### config.mk
export PLATFORM = sky130hd
export DESIGN_NAME = conv_linebuf_gen
export DESIGN_NICKNAME = d
export VERILOG_FILES = /design/src/rtl/conv_linebuf_gen.sv
export SDC_FILE = /design/constraint.sdc
export NUM_CORES = 2
export LEC_CHECK = 0
export ABC_AREA = 1
export CORE_MARGIN = 3
export CORE_UTILIZATION = 50
export DETAILED_ROUTE_END_ITERATION = 6
export GPL_TIMING_DRIVEN = 0
export PLACE_DENSITY = 0.69
export SLEW_MARGIN = 20
export SYNTH_ARGS = -nofsm -noshare
export SYNTH_HDL_FRONTEND = slang
export SYNTH_SLANG_ARGS = --single-unit
### constraint.sdc
create_clock -name clk -period 4.1 [get_ports clk]
set_input_delay 0.41 -clock clk [delete_from_list [all_inputs] [get_ports clk]]
set_output_delay 0.41 -clock clk [all_outputs]
set_load 0.03 [all_outputs]
### src/rtl/conv_linebuf_gen.sv
`timescale 1ns/1ps
// conv_linebuf_gen: line buffer that turns a raster pixel stream into KxK
// convolution tap beats.
// Latency: first beat of a row is registered one cycle after the pixel that
// completes its last needed input row.
// Backpressure: in_ready drops while the buffer would overwrite live rows;
// outputs hold while valid_out && !out_ready.
// Ports:
//   clk, rst              - single clock, async active-high reset
//   valid_in/in_ready     - pixel handshake, in_data is raster-order pixel
//   valid_out/out_ready   - beat handshake; out_data carries LANES pixels
//   out_tap_row/col       - kernel (k, j) of the current beat
//   row_last              - last beat (k=j=K-1) of an output row
//   frame_done            - one-cycle pulse once the final row is emitted
module conv_linebuf_gen #(
   parameter int WIDTH       = 12,
   parameter int HEIGHT      = 12,
   parameter int DATA_BIT    = 12,
   parameter int KERNEL_SIZE = 5
) (
   input  logic                                            clk,
   input  logic                                            rst,
   input  logic                                            valid_in,
   output logic                                            in_ready,
   input  logic [DATA_BIT-1:0]                             in_data,
   output logic [(WIDTH-KERNEL_SIZE+1)*DATA_BIT-1:0]       out_data,
   output logic [((KERNEL_SIZE>1)?$clog2(KERNEL_SIZE):1)-1:0] out_tap_row,
   output logic [((KERNEL_SIZE>1)?$clog2(KERNEL_SIZE):1)-1:0] out_tap_col,
   output logic                                            valid_out,
   input  logic                                            out_ready,
   output logic                                            row_last,
   output logic                                            frame_done
);

   localparam int K     = KERNEL_SIZE;
   localparam int LANES = WIDTH - K + 1;
   localparam int TW    = (K > 1) ? $clog2(K) : 1;
   localparam int CW    = (WIDTH > 1) ? $clog2(WIDTH) : 1;
   localparam int RW    = $clog2(HEIGHT + 1);
   localparam int SW    = $clog2(K + 1);

   localparam logic [CW-1:0] COL_LAST  = CW'(WIDTH - 1);
   localparam logic [TW-1:0] TAP_LAST  = TW'(K - 1);
   localparam logic [SW-1:0] SLOT_LAST = SW'(K);
   localparam logic [RW-1:0] K_R       = RW'(K);
   localparam logic [RW-1:0] HEIGHT_R  = RW'(HEIGHT);
   localparam logic [RW-1:0] RROW_LAST = RW'(HEIGHT - K);
   localparam logic [RW:0]   K_X       = (RW+1)'(K);

   typedef enum logic [1:0] {FILL, EMIT, DONE} state_t;

   state_t              state_q, state_d;
   logic [CW-1:0]       wcol, wcol_d;
   logic [RW-1:0]       wrow, wrow_d, rrow, rrow_d;
   logic [SW-1:0]       wslot, wslot_d, rslot, rslot_d, rd_slot;
   logic [TW-1:0]       tk, tk_d, tj, tj_d;
   logic                frame_done_d, valid_d, last_d, in_ready_d;
   logic                wr_en, xfer, hold;
   logic [CW-1:0]       rd_col [LANES];
   logic [LANES*DATA_BIT-1:0] data_d;
   int                  rd_sum;

   // K+1 row slots: one spare row lets input run ahead while K rows are read.
   logic [DATA_BIT-1:0] mem [K+1][WIDTH];

   assign wr_en = valid_in && in_ready;
   assign xfer  = valid_out && out_ready;
   assign hold  = valid_out && !out_ready;

   always_comb begin : next_state
      state_d      = state_q;
      wcol_d       = wcol;
      wrow_d       = wrow;
      wslot_d      = wslot;
      rrow_d       = rrow;
      rslot_d      = rslot;
      tk_d         = tk;
      tj_d         = tj;
      frame_done_d = 1'b0;

      if (wr_en) begin
         if (wcol == COL_LAST) begin
            wcol_d  = '0;
            wrow_d  = wrow + RW'(1);
            wslot_d = (wslot == SLOT_LAST) ? '0 : wslot + SW'(1);
         end else begin
            wcol_d  = wcol + CW'(1);
         end
      end

      // Tap counters name the beat being presented; they move only on transfer.
      if (xfer) begin
         if (tj == TAP_LAST) begin
            tj_d = '0;
            if (tk == TAP_LAST) begin
               tk_d    = '0;
               rrow_d  = rrow + RW'(1);
               rslot_d = (rslot == SLOT_LAST) ? '0 : rslot + SW'(1);
            end else begin
               tk_d    = tk + TW'(1);
            end
         end else begin
            tj_d = tj + TW'(1);
         end
      end

      case (state_q)
         FILL: if (wrow_d >= K_R) state_d = EMIT;
         EMIT: if (xfer && row_last && (rrow == RROW_LAST)) begin
            state_d      = DONE;
            frame_done_d = 1'b1;
            wcol_d       = '0;
            wrow_d       = '0;
            wslot_d      = '0;
            rrow_d       = '0;
            rslot_d      = '0;
            tk_d         = '0;
            tj_d         = '0;
         end
         DONE:    state_d = FILL;
         default: state_d = FILL;
      endcase

      // Outputs are registered, so they are derived from next-state counters.
      valid_d    = (state_d == EMIT) && ({1'b0, wrow_d} >= ({1'b0, rrow_d} + K_X));
      last_d     = valid_d && (tk_d == TAP_LAST) && (tj_d == TAP_LAST);
      in_ready_d = (state_d != DONE) && (wrow_d < HEIGHT_R) &&
                   ({1'b0, wrow_d} <= ({1'b0, rrow_d} + K_X));
   end

   // Slot of input row (r + k), wrapping modulo K+1.
   always_comb begin : read_addr
      rd_sum = int'(rslot_d) + int'(tk_d);
      if (rd_sum > K) rd_sum = rd_sum - (K + 1);
      rd_slot = SW'(rd_sum);
      for (int l = 0; l < LANES; l++) rd_col[l] = CW'(tj_d) + CW'(l);
   end

   // Forward the pixel being written this cycle; only reachable when K=1 and
   // the enabling pixel belongs to the row read by the next beat.
   always_comb begin : read_data
      data_d = '0;
      for (int l = 0; l < LANES; l++) begin
         if (wr_en && (wslot == rd_slot) && (wcol == rd_col[l]))
            data_d[l*DATA_BIT +: DATA_BIT] = in_data;
         else
            data_d[l*DATA_BIT +: DATA_BIT] = mem[rd_slot][rd_col[l]];
      end
   end

   always_ff @(posedge clk) begin
      if (wr_en) mem[wslot][wcol] <= in_data;
   end

   always_ff @(posedge clk or posedge rst) begin
      if (rst) begin
         state_q     <= FILL;
         wcol        <= '0;
         wrow        <= '0;
         wslot       <= '0;
         rrow        <= '0;
         rslot       <= '0;
         tk          <= '0;
         tj          <= '0;
         in_ready    <= 1'b0;
         frame_done  <= 1'b0;
         valid_out   <= 1'b0;
         row_last    <= 1'b0;
         out_data    <= '0;
         out_tap_row <= '0;
         out_tap_col <= '0;
      end else begin
         state_q    <= state_d;
         wcol       <= wcol_d;
         wrow       <= wrow_d;
         wslot      <= wslot_d;
         rrow       <= rrow_d;
         rslot      <= rslot_d;
         tk         <= tk_d;
         tj         <= tj_d;
         in_ready   <= in_ready_d;
         frame_done <= frame_done_d;
         if (!hold) begin
            valid_out <= valid_d;
            row_last  <= last_d;
            if (valid_d) begin
               out_data    <= data_d;
               out_tap_row <= tk_d;
               out_tap_col <= tj_d;
            end
         end
      end
   end

endmodule

==> flow_summary.ini <==
[status]
status = finished with violations
violations = DRC, setup timing

[floorplanning]
ioPinCount = 122
design.core.area_mm2 = 0.0940
die_x_um = 315
num_rows = 112
start_util_pct = 50.7
fp.dieH_um = 315
dieArea_mm2 = 0.0992

[worst_setup_path]
critPathMaxStageDelay_ns = 0.49
crit_required_ns = 4.76
r2r_slack_ns = -0.18
crit_fanout = 11
start_kind = flop
cp.arrival_ns = 4.94
path_cells = nand2_4 > inv_2 > nand2_2 > nor2_4 > nand2_4 > buf_12 > nand2_4 > buf_4 > clkbuf_4 > ha_1 > clkbuf_2 > inv_2 > buf_2 > nand3_1 > nand3_1 > nand3_2 > nand2_1 > nand2_1 > nand2_1
slowest_stage = buf_2
crit_type = flop to flop
critPathCaptureType = flop

[timing]
setup_slack_ns = -0.183
slew_headroom_pct = 14.9
setup_tns_ns = -2.24
clock.fmax_mhz = 233
finalCritPeriodShare_pct = 104
slew_viol_final = 0
rsz0062_at_grt = yes
skew_ns = 0.0504
finalWorstPathRequiredPeriod_ns = 4.28
tightest_slew_ns = 1.28
setup_viol = 48
hold_violations = 0

[cts]
cts_sinks = 996
clk_latency_ns = 0.72
cts_buffer_depth = 3
cts_tree = yes
path_clk_slew_ns = 0.06
cts_buffers = 99
cts_htree_levels = 3
clockRootBuffer = clkbuf_16

[worst_hold_path]
hold_path_class = primary input to asynchronous set/reset pin

[finish]
regArea_mm2 = 0.0292
area_growth_pct = 28.4
layout-drive-gt1-share_pct = 28.1
antenna_cells = 0
nFillCells = 7352
fin_util_pct = 65.2
multi_input_area_mm2 = 0.0215
final_nets = 5325

[place]
place.gp.congestion = 1.12
io_buffers = 121
place_hpwl_um = 155000

[yosys]
synth.net_count = 4990
postSynthCellCount = 4947
netlist-cell-type-count = 47
yosysWarningCount = 0
synth.cell_area_mm2 = 0.0477
ys_ff_latch = 996
synth_area_per_cell_um2 = 9.64
seq_area_frac_synth_pct = 61.3

[detailed_routing]
wirelength_um = 211000
detail_route.iter0.violations = 6371
antenna_left = 0
first_pass_iters = 7
wl_per_cell_um = 31.9
vias_per_cell = 6.27
route.vias.total = 41500
drc = 1

[grt]
overflow = 0
grt_max_degree = 78
grt_pass1_vias = 38100
antenna_found_initial = 4
track_usage_pct = 41.6
grt_pass1_wl_um = 286000

[flow_run]
cap_violations = 0
-- cells in the mapped netlist (all sizes together) --
cell,n,share of area [%]
o22ai,2,0.026
nand3,1265,13
nor3b,1,0.016
xor2,9,0.18
a31oi,1,0.013
nand4,25,0.33
xnor2,1,0.018
o21a,1,0.016
inv,196,1.5
nor3,10,0.16
edfxtp,864,54
a211oi,1,0.016
ha,26,0.68
a221oi,1,0.018
a21oi,42,0.44
and2,1,0.016
o2111ai,1,0.018
clkinv,7,0.066
buf,195,2.1
clkbuf,106,0.83
o21ai,81,0.86
fa,1,0.042
a21boi,40,0.63
mux2i,104,2.2
nand2,1616,13
or2,66,0.87
dfrtp,132,6.9
nor2,150,1.3
nor4,1,0.013
a31o,1,0.018
-- area by class of cell --
cell class	instances	area share (%)
buffer	300	3.71
clock buffer	128	4.29
clock inverter	53	0.829
inverter	203	1.35
multi-input combinational	3448	35.1
sequential	996	47.7
tap	1254	2.56
timing repair buffer	232	4.44
timing repair inverter	2	0.0306
-- worst paths after layout --
path	start	endpoint	depth (start not counted)
setup reg to reg	valid_out$_DFFE_PP0N_	out_data[40]$_DFFE_PP0P_	19
hold reg to reg	out_data[70]$_DFFE_PP0P_	out_data[70]$_DFFE_PP0P_	2
hold / removal	rst	out_data[83]$_DFFE_PP0P_	2
min in group clk	in_data[3]	mem[5][75]$_DFFE_PP_	1
max in group asynchronous	rst	out_data[2]$_DFFE_PP0P_	3
setup / recovery	valid_out$_DFFE_PP0N_	out_data[40]$_DFFE_PP0P_	19
-- cells by family (layout without fill, tap and decap cells) --
| group | Yosys count | after routing | share of synthesized area (%) |
|---|---|---|---|
| simple gates | 3135 | 3136 | 29.0 |
| flops | 996 | 996 | 61.3 |
| buf+inv | 504 | 918 | 4.58 |
| compound gates | 171 | 171 | 2.05 |
| mux | 104 | 104 | 2.18 |
| fa+ha+maj | 27 | 27 | 0.724 |
| xor+xnor | 10 | 10 | 0.199 |
-- flip-flops by register name, summed over array words and instances (netlist names) --
name / flops
frame_done: 1
in_ready: 1
mem: 864
out_data: 96
out_tap_col: 3
out_tap_row: 3
row_last: 1
rrow: 4
rslot: 3
state_q: 2
tj: 3
tk: 3
valid_out: 1
wcol: 4
wrow: 4
wslot: 3
-- placed cells by master (no fill, tap or decap), types with 12 or more instances in the layout --
cell type        instances
inv_1                  161
clkdlybuf4s50_1        109
clkinv_2                12
nand2_1               1427
buf_12                  28
clkbuf_2                41
buf_2                   65
nand3_4                180
a21boi_0                38
buf_6                   57
dfrtp_1                132
nand3_1                667
nor2_1                  64
ha_1                    23
nand2_2                157
clkinv_1                25
a21oi_1                 30
nor2_2                  74
nand4_1                 25
clkbuf_4                32
buf_16                  12
a21oi_2                 12
or2_2                   66
buf_1                   19
nand3_2                418
o21ai_0                 69
clkbuf_1                63
inv_2                   31
buf_8                   25
clkbuf_16              108
buf_4                   86
nand2_4                 29
edfxtp_1               864
mux2i_1                104
-- metal layers --
| layer | track usage [%] | wire length [um] | vias up |
|---|---|---|---|
| li1 | - | - | 17700 |
| met2 | 61.8 | 91000 | 2733 |
| met1 | 55.7 | 79600 | 20400 |
| met3 | 9.29 | 23800 | 570 |
| met4 | 26.1 | 16800 | 2 |
| met5 | 0 | 7 | - |
-- through the flow --
| step | worst slack, ns | instances | hold slack (ns) | instance area [um^2] |
|---|---|---|---|---|
| 2_1_floorplan | 0.0959 | 4947 | 0.509 | 47700 |
| 3_3_place_gp | -2.61 | 6322 | 0.462 | 50500 |
| 3_5_place_dp | -2.68 | 6358 | 0.464 | 51300 |
| 4_1_cts | -0.0601 | 6579 | 0.0828 | 58000 |
| 5_1_grt | -0.155 | 6616 | 0.0846 | 61300 |
| 6_report | -0.183 | 6616 | 0.0947 | 61300 |
-- critical path: cells and delay by family, from the launching register on --
kind	cells	cell delay [ns]
buffers and inverters	7	2.06
and+or+nand+nor	11	1.41
DFF	1	0.39
adders and majority gates	1	0.38
-- what timing repair did --
item	4_1_cts	5_1_grt
setup buffers	37	28
setup endpoints to repair	96	99
hold buffers	0	0
pin swaps	50	152
resized for setup	768	687
gates cloned	3	11
Power is not shown: default switching activity piles up to over one toggle a cycle in this logic, so the estimate is an artifact.
